$ cat config.mk
export PLATFORM = sky130hd
export DESIGN_NAME = alu_issue_ctrl_flat
export DESIGN_NICKNAME = d
export VERILOG_FILES = /design/src/rtl/alu_issue_ctrl_pkg.sv /design/src/rtl/alu_issue_ctrl_if.sv /design/src/rtl/alu_issue_ctrl_lat_class.sv /design/src/rtl/alu_issue_ctrl.sv /design/src/flat_wrapper.sv
export SDC_FILE = /design/constraint.sdc
export NUM_CORES = 1
export LEC_CHECK = 0
export ABC_AREA = 1
export BUFFER_PORTS_ARGS = -buffer_cell sky130_fd_sc_hd__buf_2
export CORE_AREA = 5 5 76 78
export DETAILED_ROUTE_END_ITERATION = 10
export DIE_AREA = 0 0 81 83
export GPL_TIMING_DRIVEN = 0
export PLACE_DENSITY = 0.78
export SKIP_CTS_REPAIR_TIMING = 1
export SLEW_MARGIN = 20
export SYNTH_ARGS = -nofsm -noshare
export SYNTH_HDL_FRONTEND = slang
export SYNTH_SLANG_ARGS = --single-unit
$ cat constraint.sdc
create_clock -name clk -period 1.8 [get_ports clk]
set_clock_uncertainty 0.05 [all_clocks]
set_input_delay 0.09 -clock clk [delete_from_list [all_inputs] [get_ports clk]]
set_output_delay 0.09 -clock clk [all_outputs]
set_load 0.1 [all_outputs]
$ cat src/rtl/alu_issue_ctrl_pkg.sv
// Shared ALU constants: opcode encodings, issue FSM states and latency classes.
package alu_issue_ctrl_pkg;

    localparam logic [7:0] ALU_NOP   = 8'h00;
    localparam logic [7:0] ALU_ADD   = 8'h01;
    localparam logic [7:0] ALU_SUB   = 8'h02;
    localparam logic [7:0] ALU_AND   = 8'h03;
    localparam logic [7:0] ALU_OR    = 8'h04;
    localparam logic [7:0] ALU_XOR   = 8'h05;
    localparam logic [7:0] ALU_SLL   = 8'h06;
    localparam logic [7:0] ALU_SRL   = 8'h07;
    localparam logic [7:0] ALU_MULH  = 8'h10;
    localparam logic [7:0] ALU_UMULH = 8'h11;
    localparam logic [7:0] ALU_MULL  = 8'h12;
    localparam logic [7:0] ALU_UMULL = 8'h13;
    localparam logic [7:0] ALU_FADD  = 8'h20;
    localparam logic [7:0] ALU_FSUB  = 8'h21;
    localparam logic [7:0] ALU_FMUL  = 8'h22;
    localparam logic [7:0] ALU_FCMP  = 8'h23;
    localparam logic [7:0] ALU_ITOF  = 8'h24;
    localparam logic [7:0] ALU_FTOI  = 8'h25;

    typedef enum logic [1:0] {
        ST_IDLE = 2'd0,
        ST_EXEC = 2'd1,
        ST_HOLD = 2'd2
    } state_e;

    typedef enum logic [1:0] {
        LAT_SINGLE = 2'd0,
        LAT_MUL    = 2'd1,
        LAT_FP     = 2'd2
    } lat_class_e;

    function automatic logic is_nop(input logic [7:0] op);
        return op == ALU_NOP;
    endfunction

endpackage

$ cat src/rtl/alu_issue_ctrl_if.sv
// Decoder-side, ALU-side and consumer-side handshake bundle of the ALU issue controller.
interface alu_issue_ctrl_if #(
    parameter int unsigned DATA_W = 32,
    parameter int unsigned TAG_W  = 4
);
    logic              in_valid;
    logic              in_ready;
    logic [7:0]        in_opcode;
    logic [TAG_W-1:0]  in_tag;
    logic              alu_start;
    logic [7:0]        alu_opcode;
    logic [DATA_W-1:0] alu_result;
    logic              out_valid;
    logic              out_ready;
    logic [DATA_W-1:0] out_result;
    logic [TAG_W-1:0]  out_tag;
    logic              busy;

    // Controller side
    modport slave (
        input  in_valid, in_opcode, in_tag, alu_result, out_ready,
        output in_ready, alu_start, alu_opcode, out_valid, out_result, out_tag, busy
    );

    // Decoder/ALU/consumer side
    modport master (
        output in_valid, in_opcode, in_tag, alu_result, out_ready,
        input  in_ready, alu_start, alu_opcode, out_valid, out_result, out_tag, busy
    );
endinterface

$ cat src/rtl/alu_issue_ctrl_lat_class.sv
// Combinational opcode to latency-class lookup; unknown encodings fall back to single-cycle.
module alu_lat_class
    import alu_issue_ctrl_pkg::*;
(
    input  logic [7:0] i_opcode,
    output lat_class_e o_lat_class
);
    always_comb begin
        o_lat_class = LAT_SINGLE;
        case (i_opcode)
            ALU_MULH, ALU_UMULH, ALU_MULL, ALU_UMULL:
                o_lat_class = LAT_MUL;
            ALU_FADD, ALU_FSUB, ALU_FMUL, ALU_FCMP, ALU_ITOF, ALU_FTOI:
                o_lat_class = LAT_FP;
            default:
                o_lat_class = LAT_SINGLE;
        endcase
    end
endmodule

$ cat src/rtl/alu_issue_ctrl.sv
// ALU issue sequencer: accept one op, launch it, wait its latency, hold the result.
// Optional macro ALU_ISSUE_CTRL_PERF_EN adds perf_issued/perf_stall counters.
module alu_issue_ctrl
    import alu_issue_ctrl_pkg::*;
#(
    parameter int unsigned DATA_W  = 32,
    parameter int unsigned TAG_W   = 4,
    parameter int unsigned MUL_LAT = 3,
    parameter int unsigned FP_LAT  = 4
) (
    input  logic               clk,
    input  logic               rst_n,
    alu_issue_ctrl_if.slave    bus
`ifdef ALU_ISSUE_CTRL_PERF_EN
    ,
    output logic [31:0]        perf_issued,
    output logic [31:0]        perf_stall
`endif
);
    localparam int unsigned MAX_LAT = (MUL_LAT > FP_LAT) ? MUL_LAT : FP_LAT;
    localparam int unsigned CNT_W   = $clog2(MAX_LAT + 1);

    state_e            r_state;
    state_e            w_next;
    logic [CNT_W-1:0]  r_cnt;
    logic              r_start;
    logic [7:0]        r_opcode;
    logic [TAG_W-1:0]  r_tag_lat;
    logic              r_valid;
    logic [DATA_W-1:0] r_result;
    logic [TAG_W-1:0]  r_tag;
    lat_class_e        w_class;
    logic [CNT_W-1:0]  w_lat_m1;
    logic              w_ready;
    logic              w_issue;

    alu_lat_class u_lat_class (
        .i_opcode    (bus.in_opcode),
        .o_lat_class (w_class)
    );

    always_comb begin
        w_lat_m1 = '0;
        case (w_class)
            LAT_MUL:    w_lat_m1 = CNT_W'(MUL_LAT - 1);
            LAT_FP:     w_lat_m1 = CNT_W'(FP_LAT - 1);
            default:    w_lat_m1 = '0;
        endcase
    end

    // in_ready is gated by rst_n so it stays low throughout reset
    assign w_ready = (r_state == ST_IDLE) && rst_n;
    assign w_issue = w_ready && bus.in_valid && !is_nop(bus.in_opcode);

    always_ff @(posedge clk or negedge rst_n) begin
        if (!rst_n) r_state <= ST_IDLE;
        else        r_state <= w_next;
    end

    always_comb begin
        w_next = r_state;
        case (r_state)
            ST_IDLE: if (w_issue)           w_next = ST_EXEC;
            ST_EXEC: if (r_cnt == '0)       w_next = ST_HOLD;
            ST_HOLD: if (bus.out_ready)     w_next = ST_IDLE;
            default:                        w_next = ST_IDLE;
        endcase
    end

    always_ff @(posedge clk or negedge rst_n) begin
        if (!rst_n) begin
            r_cnt     <= '0;
            r_start   <= 1'b0;
            r_opcode  <= ALU_NOP;
            r_tag_lat <= '0;
            r_valid   <= 1'b0;
            r_result  <= '0;
            r_tag     <= '0;
        end else begin
            r_start <= w_issue;
            case (r_state)
                ST_IDLE: begin
                    if (w_issue) begin
                        r_opcode  <= bus.in_opcode;
                        r_tag_lat <= bus.in_tag;
                        r_cnt     <= w_lat_m1;
                    end
                end
                ST_EXEC: begin
                    if (r_cnt != '0) begin
                        r_cnt <= r_cnt - 1'b1;
                    end else begin
                        r_result <= bus.alu_result;
                        r_tag    <= r_tag_lat;
                        r_valid  <= 1'b1;
                    end
                end
                ST_HOLD: begin
                    if (bus.out_ready) begin
                        r_valid  <= 1'b0;
                        r_opcode <= ALU_NOP;
                    end
                end
                default: ;
            endcase
        end
    end

`ifdef ALU_ISSUE_CTRL_PERF_EN
    always_ff @(posedge clk or negedge rst_n) begin
        if (!rst_n) begin
            perf_issued <= '0;
            perf_stall  <= '0;
        end else begin
            if (w_issue) perf_issued <= perf_issued + 32'd1;
            if (r_state == ST_HOLD && !bus.out_ready) perf_stall <= perf_stall + 32'd1;
        end
    end
`endif

    assign bus.in_ready   = w_ready;
    assign bus.alu_start  = r_start;
    assign bus.alu_opcode = r_opcode;
    assign bus.out_valid  = r_valid;
    assign bus.out_result = r_result;
    assign bus.out_tag    = r_tag;
    assign bus.busy       = (r_state != ST_IDLE);

endmodule

$ cat src/flat_wrapper.sv
// flat-port wrapper written by rule: the top's interface ports become plain ports
module alu_issue_ctrl_flat import alu_issue_ctrl_pkg::*;
#(
    parameter int unsigned DATA_W  = 32,
    parameter int unsigned TAG_W   = 4,
    parameter int unsigned MUL_LAT = 3,
    parameter int unsigned FP_LAT  = 4
)
  (clk, rst_n, bus_in_valid, bus_in_opcode, bus_in_tag, bus_alu_result, bus_out_ready, bus_in_ready, bus_alu_start, bus_alu_opcode, bus_out_valid, bus_out_result, bus_out_tag, bus_busy);
  alu_issue_ctrl_if #(.DATA_W(DATA_W), .TAG_W(TAG_W)) bus_i ();
  input  logic clk;
  input  logic rst_n;
  input wire logic [$bits(bus_i.in_valid)-1:0] bus_in_valid;
  input wire logic [$bits(bus_i.in_opcode)-1:0] bus_in_opcode;
  input wire logic [$bits(bus_i.in_tag)-1:0] bus_in_tag;
  input wire logic [$bits(bus_i.alu_result)-1:0] bus_alu_result;
  input wire logic [$bits(bus_i.out_ready)-1:0] bus_out_ready;
  output wire logic [$bits(bus_i.in_ready)-1:0] bus_in_ready;
  output wire logic [$bits(bus_i.alu_start)-1:0] bus_alu_start;
  output wire logic [$bits(bus_i.alu_opcode)-1:0] bus_alu_opcode;
  output wire logic [$bits(bus_i.out_valid)-1:0] bus_out_valid;
  output wire logic [$bits(bus_i.out_result)-1:0] bus_out_result;
  output wire logic [$bits(bus_i.out_tag)-1:0] bus_out_tag;
  output wire logic [$bits(bus_i.busy)-1:0] bus_busy;
  assign bus_i.in_valid = bus_in_valid;
  assign bus_i.in_opcode = bus_in_opcode;
  assign bus_i.in_tag = bus_in_tag;
  assign bus_i.alu_result = bus_alu_result;
  assign bus_i.out_ready = bus_out_ready;
  assign bus_in_ready = bus_i.in_ready;
  assign bus_alu_start = bus_i.alu_start;
  assign bus_alu_opcode = bus_i.alu_opcode;
  assign bus_out_valid = bus_i.out_valid;
  assign bus_out_result = bus_i.out_result;
  assign bus_out_tag = bus_i.out_tag;
  assign bus_busy = bus_i.busy;
  alu_issue_ctrl #(.DATA_W(DATA_W), .TAG_W(TAG_W), .MUL_LAT(MUL_LAT), .FP_LAT(FP_LAT)) u_core (.clk(clk), .rst_n(rst_n), .bus(bus_i));
endmodule
Word-level counts from Yosys, hierarchy flattened
Cells that the tools add are included.

word-level totals
  flip-flop bits (word level) = 55
  input port bits = 48
  output and inout bits = 48
  logic and storage cells = 64

operators by class
  add/sub/neg operators = 1
  equality and inequality tests = 19
  muxes and demuxes = 15
  bitwise operators = 1
  reductions and logical operators = 20

operators with widths
  kind                   count
  $eq A8 B6 Y1 const B   6
  $eq A8 B5 Y1 const B   4
  $mux W8                2
  $pmux W8 S2            1
  $reduce_and A3 Y1      4
  $logic_not A8 Y1       1
  $pmux W2 S2            2
  $reduce_bool A2 Y1     4
  $mux W2                3
  $mux W3                2
  $ne A2 B1 Y1 const B   3
  $pmux W2 S3            1
  $pmux W3 S2            1
  $reduce_or A6 Y1       1
  $eq A2 B1 Y1 const B   2
  $eq A2 B2 Y1 const B   2
  $ne A2 B2 Y1 const B   2
  $reduce_and A2 Y1      2
  $reduce_or A4 Y1       1
  $logic_and A1 B1 Y1    3
  $logic_not A3 Y1       1
  $reduce_bool A3 Y1     1
  $sub A3 B1 Y3 const B  1
  $logic_not A2 Y1       1
  4 further kinds        5

Depth between registers and ports, before layout
  depth after elaboration = 7
  mapped depth = 9
  gate-level depth less buffers = 9

By module
A second synthesis with hierarchy kept.

second synthesis, totals
  cells, all modules = 276
  area total of the unflattened synthesis = 2517.4 µm²

by module, submodules not included
  module          times used  cells an instance  area each (µm²)  seq. area each (µm²)
  alu_issue_ctrl  1           266                2473.6           1376.3
  alu_lat_class   1           10                 43.8             0.0

Worst setup path after synthesis
No wires, ideal clock.

  path type = register to output
  start point = register u_core.r_state[1]
  end point = output port bus_in_ready
  data arrival time = 2.564 ns
  required time = 1.660 ns
  slack = -0.904 ns
  cell stages (with the launch flop) = 4
  buffers on the path = 0
  cell sequence = dfrtp_1 -> inv_2 -> nand2_1 -> nor2_1

between the ends
  longest elaborated chain between the ends = 2

ends and longest elaborated chain
  item                    RTL line              text
  from (decl)             alu_issue_ctrl.sv:23  state_e r_state;
  from (signal assigned)  alu_issue_ctrl.sv:57  else r_state <= w_next;
  $logic_not A2 Y1        alu_issue_ctrl.sv:52  assign w_ready = (r_state == ST_IDLE) && rst_n;
  $logic_and A1 B1 Y1     alu_issue_ctrl.sv:52
  to (decl)               flat_wrapper.sv:18    output wire logic [$bits(bus_i.in_ready)-1:0] bus_in_ready;

Every way passes these cells.

Worst setup path in the final report
  start point = register u_core.r_cnt[0]
  end point = register u_core.r_result[4] (netlist: u_core.bus.out_result[4])

between the ends
  longest elaborated chain between the ends = 3

ends and longest elaborated chain
  item                         RTL line              text
  from (decl)                  alu_issue_ctrl.sv:25  logic [CNT_W-1:0] r_cnt;
  from (signal assigned)       alu_issue_ctrl.sv:86  r_cnt <= w_lat_m1;
  from (signal assigned)       alu_issue_ctrl.sv:91  r_cnt <= r_cnt - 1'b1;
  $reduce_bool A3 Y1           alu_issue_ctrl.sv:90  if (r_cnt != '0) begin
  $not A1 Y1 (no line)         --
  $reduce_and A2 Y1 (no line)  --
  to (signal assigned)         alu_issue_ctrl.sv:93  r_result <= bus.alu_result;
  to (decl)                    alu_issue_ctrl.sv:30  logic [DATA_W-1:0] r_result;

Every way passes these cells.
A chain may end at the register's enable or synchronous reset.

==> results list <==
- In the synthesized netlist, mux cells make up 0% of the area.
- Hold timing on the final database bottoms out at a slack of -0.2254 ns.
- Post-detailed-placement half-perimeter wirelength: approximately 4.1 mm
* Storage element area: 0.001376 mm²
- The most used flip-flop cell after synthesis is dfrtp_1.
- Buffers inserted during clock tree synthesis total 5.
* Number of ports placed on the die boundary: 96
- EDFF count, synth: 0
- Core area: between 0.005 and 0.006 mm²
* Summed instance area of the synthesized netlist: roughly 0.0023 mm²
- The number of nets handed over by synthesis was 322.
- Summing the areas of all xor and xnor instances in the mapped netlist gives 0.3745% of the synthesized area.
- Area enclosed by the die boundary: 0.006723 mm²
- Multi-input gate area: 824.5 µm²
* Vias: 2,300
- Data arrival time of the critical path: 1.80 ns
- Routability-driven placement finished with a final weighted congestion of 0.7298.
* # clock sinks: 55
* CP required: 2.00 ns
- Gr ovfl total: 0
- Synth async-reset ratio: 100.0%
- The synthesized design devotes to its leading area cell type 58.86% of total area.
- At the pin with the least slew margin, the transition time is a little under 0.7 ns.
* Top fanout value on the critical path: 10
- The tool flagged a number of max-cap violations equal to 0.
* Outcome: complete, but fails checks
- Top cell types by occurrence after synthesis: 119 x nand2_1, 55 x dfrtp_1, 49 x nand3_1
- Buffer levels on the longest clock path: 2
* Total of warnings raised by yosys: 0
- The floorplan has 26 rows.
* Synth area leaders: dfrtp_1 59%, nand2_1 19%, nand3_1 10%
- Using the TritonRoute via totals, the vias-per-cell ratio works out to 4.742.
* Final core utilization: 68.08%
- Syn Inst Count: 271
- The number of hold-slack violations in the final timing report is 59.
- In this run the clock root is driven by a clkbuf_8.
* Portion of the clock cycle consumed by the worst path in the final layout: 89.26%
* Number of antenna violations at the first check in global routing: 0
- Post-Route WL: ~6.4 mm
- Port Buf Inserts: 95
- CP Capture Type: flop
- Uppermost routed layer: met4
* Global-route wire length before repair: 9.342 mm
* Amount of wire on met3 after detailed routing: ~330 µm
- Summing the sequential cell areas from Yosys gives 58.86% of the chip area.
- Final Max Slew Viols: 0
- Before antenna repair, the detailed router went through 4 iterations.
* Wire length on met1: roughly 2.7 mm
- Global routing consumed, over all layers together, roughly 17% of the routing resources.
- Worst Slack Setup Final: 0.1933 ns
* Clock transition at the registers of the reported paths: 0.10 ns
* Achievable frequency: 622.4 MHz
- The path class of the tightest hold or removal check is in2async.
* Post-synthesis adder-cell area fraction: between 1.5 and 2%
* Post-Place Setup Slack: -0.02761 ns
- Most common cell in the netlist: nand2_1
* Setup repair after global routing missed its margin: no
* Initial cell density of the core: 46.68%
- Setup violations remaining at the end of the flow were counted as 0.
* Compound-Gate Fraction of Synth Area: 1.338%
- Pin count of the biggest net entering global routing: 57
- Metal2 WL: 3.296 mm
* Area of placed instances: 0.002914 mm²
- CTS built an H-tree with a depth of 2.
- Measured against its own limit, the worst slew margin works out to 54.26%.
- After synthesis, the largest family of logic cells by area is simple AND/OR/NAND/NOR gates.
* Fraction of layout cells with a size suffix above 1: approximately 30%
- The die is 81 µm wide.
- Filler Cells Inserted: around 450
* Post-Layout Inst Area: 0.003411 mm²
* Average wire per cell in the routed design: 13.09 µm
- STA classifies the critical path startpoint as a flop.
* Fraction of the mapped netlist area in simple logic gates: a little under a third
- After synthesis, the netlist uses 21 different library cells.
- Violations in the final reports: negative hold slack
* DRC violations left: 0
- The largest total area in the synthesized netlist belongs to dfrtp_1.
* Critical setup path kind: reg2reg
* Routed Antenna Nets: 0
* Number of global-route vias before repair: 2,163
- For this run, the post-layout net count is about 470.
* TritonCTS clock tree: built
- DR iter-0 viols: 143
- From bottom edge to top edge, the die measures 83 µm.
* Worst-skew pair later-pin latency: 0.30 ns
* Sum Neg Setup Slack: 0 ns
* Signed area change from the synthesized netlist to the final layout: 45.85%
* Flip-flop and latch count after synthesis: 55
- For the finished layout, the period the worst path requires is 1.607 ns.
- Averaged over all synthesized cells, the footprint is 8.629 µm².
- The repair_antennas step left the layout with diodes totalling 0.
[placed cells by master (no fill, tap or decap), drive strengths merged]
master and instances:
nand2 120, buf 105, dfrtp 55, nand3 49
dlygate4sd3 41, inv 17, clkbuf 10, o21ai 4
nor2 4, ha 3, nor3 2, nor4 1
xnor2 1, o31ai 1, clkinv 1, clkinvlp 1
[area by class of cell]
cell class	instances	area share (%)
buffer	14	2.494
clock inverter	2	0.3668
multi-input combinational	185	24.17
inverter	17	1.871
sequential	55	40.35
timing repair buffer	136	26.05
tap	70	2.568
clock buffer	6	2.128
[registers in the layout, summed over array words and instances (netlist names)]
register	flops
u_core.bus.alu_opcode	8
u_core.bus.out_result	32
u_core.bus.out_tag	4
u_core.bus.out_valid	1
u_core.bus.alu_start	1
u_core.r_state	2
u_core.r_cnt	3
u_core.r_tag_lat	4
[routing by layer]
metal / track usage (%) / vias to the layer above
met1: 20.72 / 1093
met5: 0 / -
met2: 30.10 / 64
li1: - / 1137
met4: 4.608 / 0
met3: 4.437 / 6
[per-stage QoR]
| step | hold slack [ns] | std cells |
|---|---|---|
| after floorplan | -0.2556 | 271 |
| after detailed placement | 0.1374 | 436 |
| after global routing | -0.1861 | 485 |
| after global placement | 0.2274 | 436 |
| final | -0.2254 | 485 |
| after CTS | -0.2015 | 444 |
[kinds of logic after synthesis]
kind of cell,count (synthesis)
AOI/OAI and AO/OA,5
and+or+nand+nor,176
buffers and inverters,31
adders and majority gates,3
xor gates and xnor gates,1
DFF,55
[path summary, 6_finish.rpt]
check                      cells after the start  slack [ns]                               endpoint                                 start
hold reg to reg                                2        0.42   u_core.bus.out_result[6]$_DFFE_PN0P_  u_core.bus.out_result[6]$_DFFE_PN0P_
hold / removal                                 1       -0.23  u_core.bus.out_result[12]$_DFFE_PN0P_                                 rst_n
min in group clk                               3       -0.03  u_core.bus.out_result[26]$_DFFE_PN0P_                    bus_alu_result[26]
setup / recovery                               7        0.19   u_core.bus.out_result[4]$_DFFE_PN0P_           u_core.r_cnt[0]$_DFFE_PN0P_
setup reg to reg                               7        0.19   u_core.bus.out_result[4]$_DFFE_PN0P_           u_core.r_cnt[0]$_DFFE_PN0P_
max in group asynchronous                      1        1.47      u_core.bus.out_tag[2]$_DFFE_PN0P_                                 rst_n
[worst max-delay path, cell delays in order, from the launching register on]
cell and delay (ns):
dfrtp_1 0.39, inv_1 0.10, ha_1 0.15, inv_1 0.04
o21ai_2 0.20, clkbuf_1 0.38, nand3_1 0.15, nand2_1 0.10
Power is left out: the tool's default activity adds up to more than one toggle a clock period on the data nets, which glitch-free logic cannot reach.
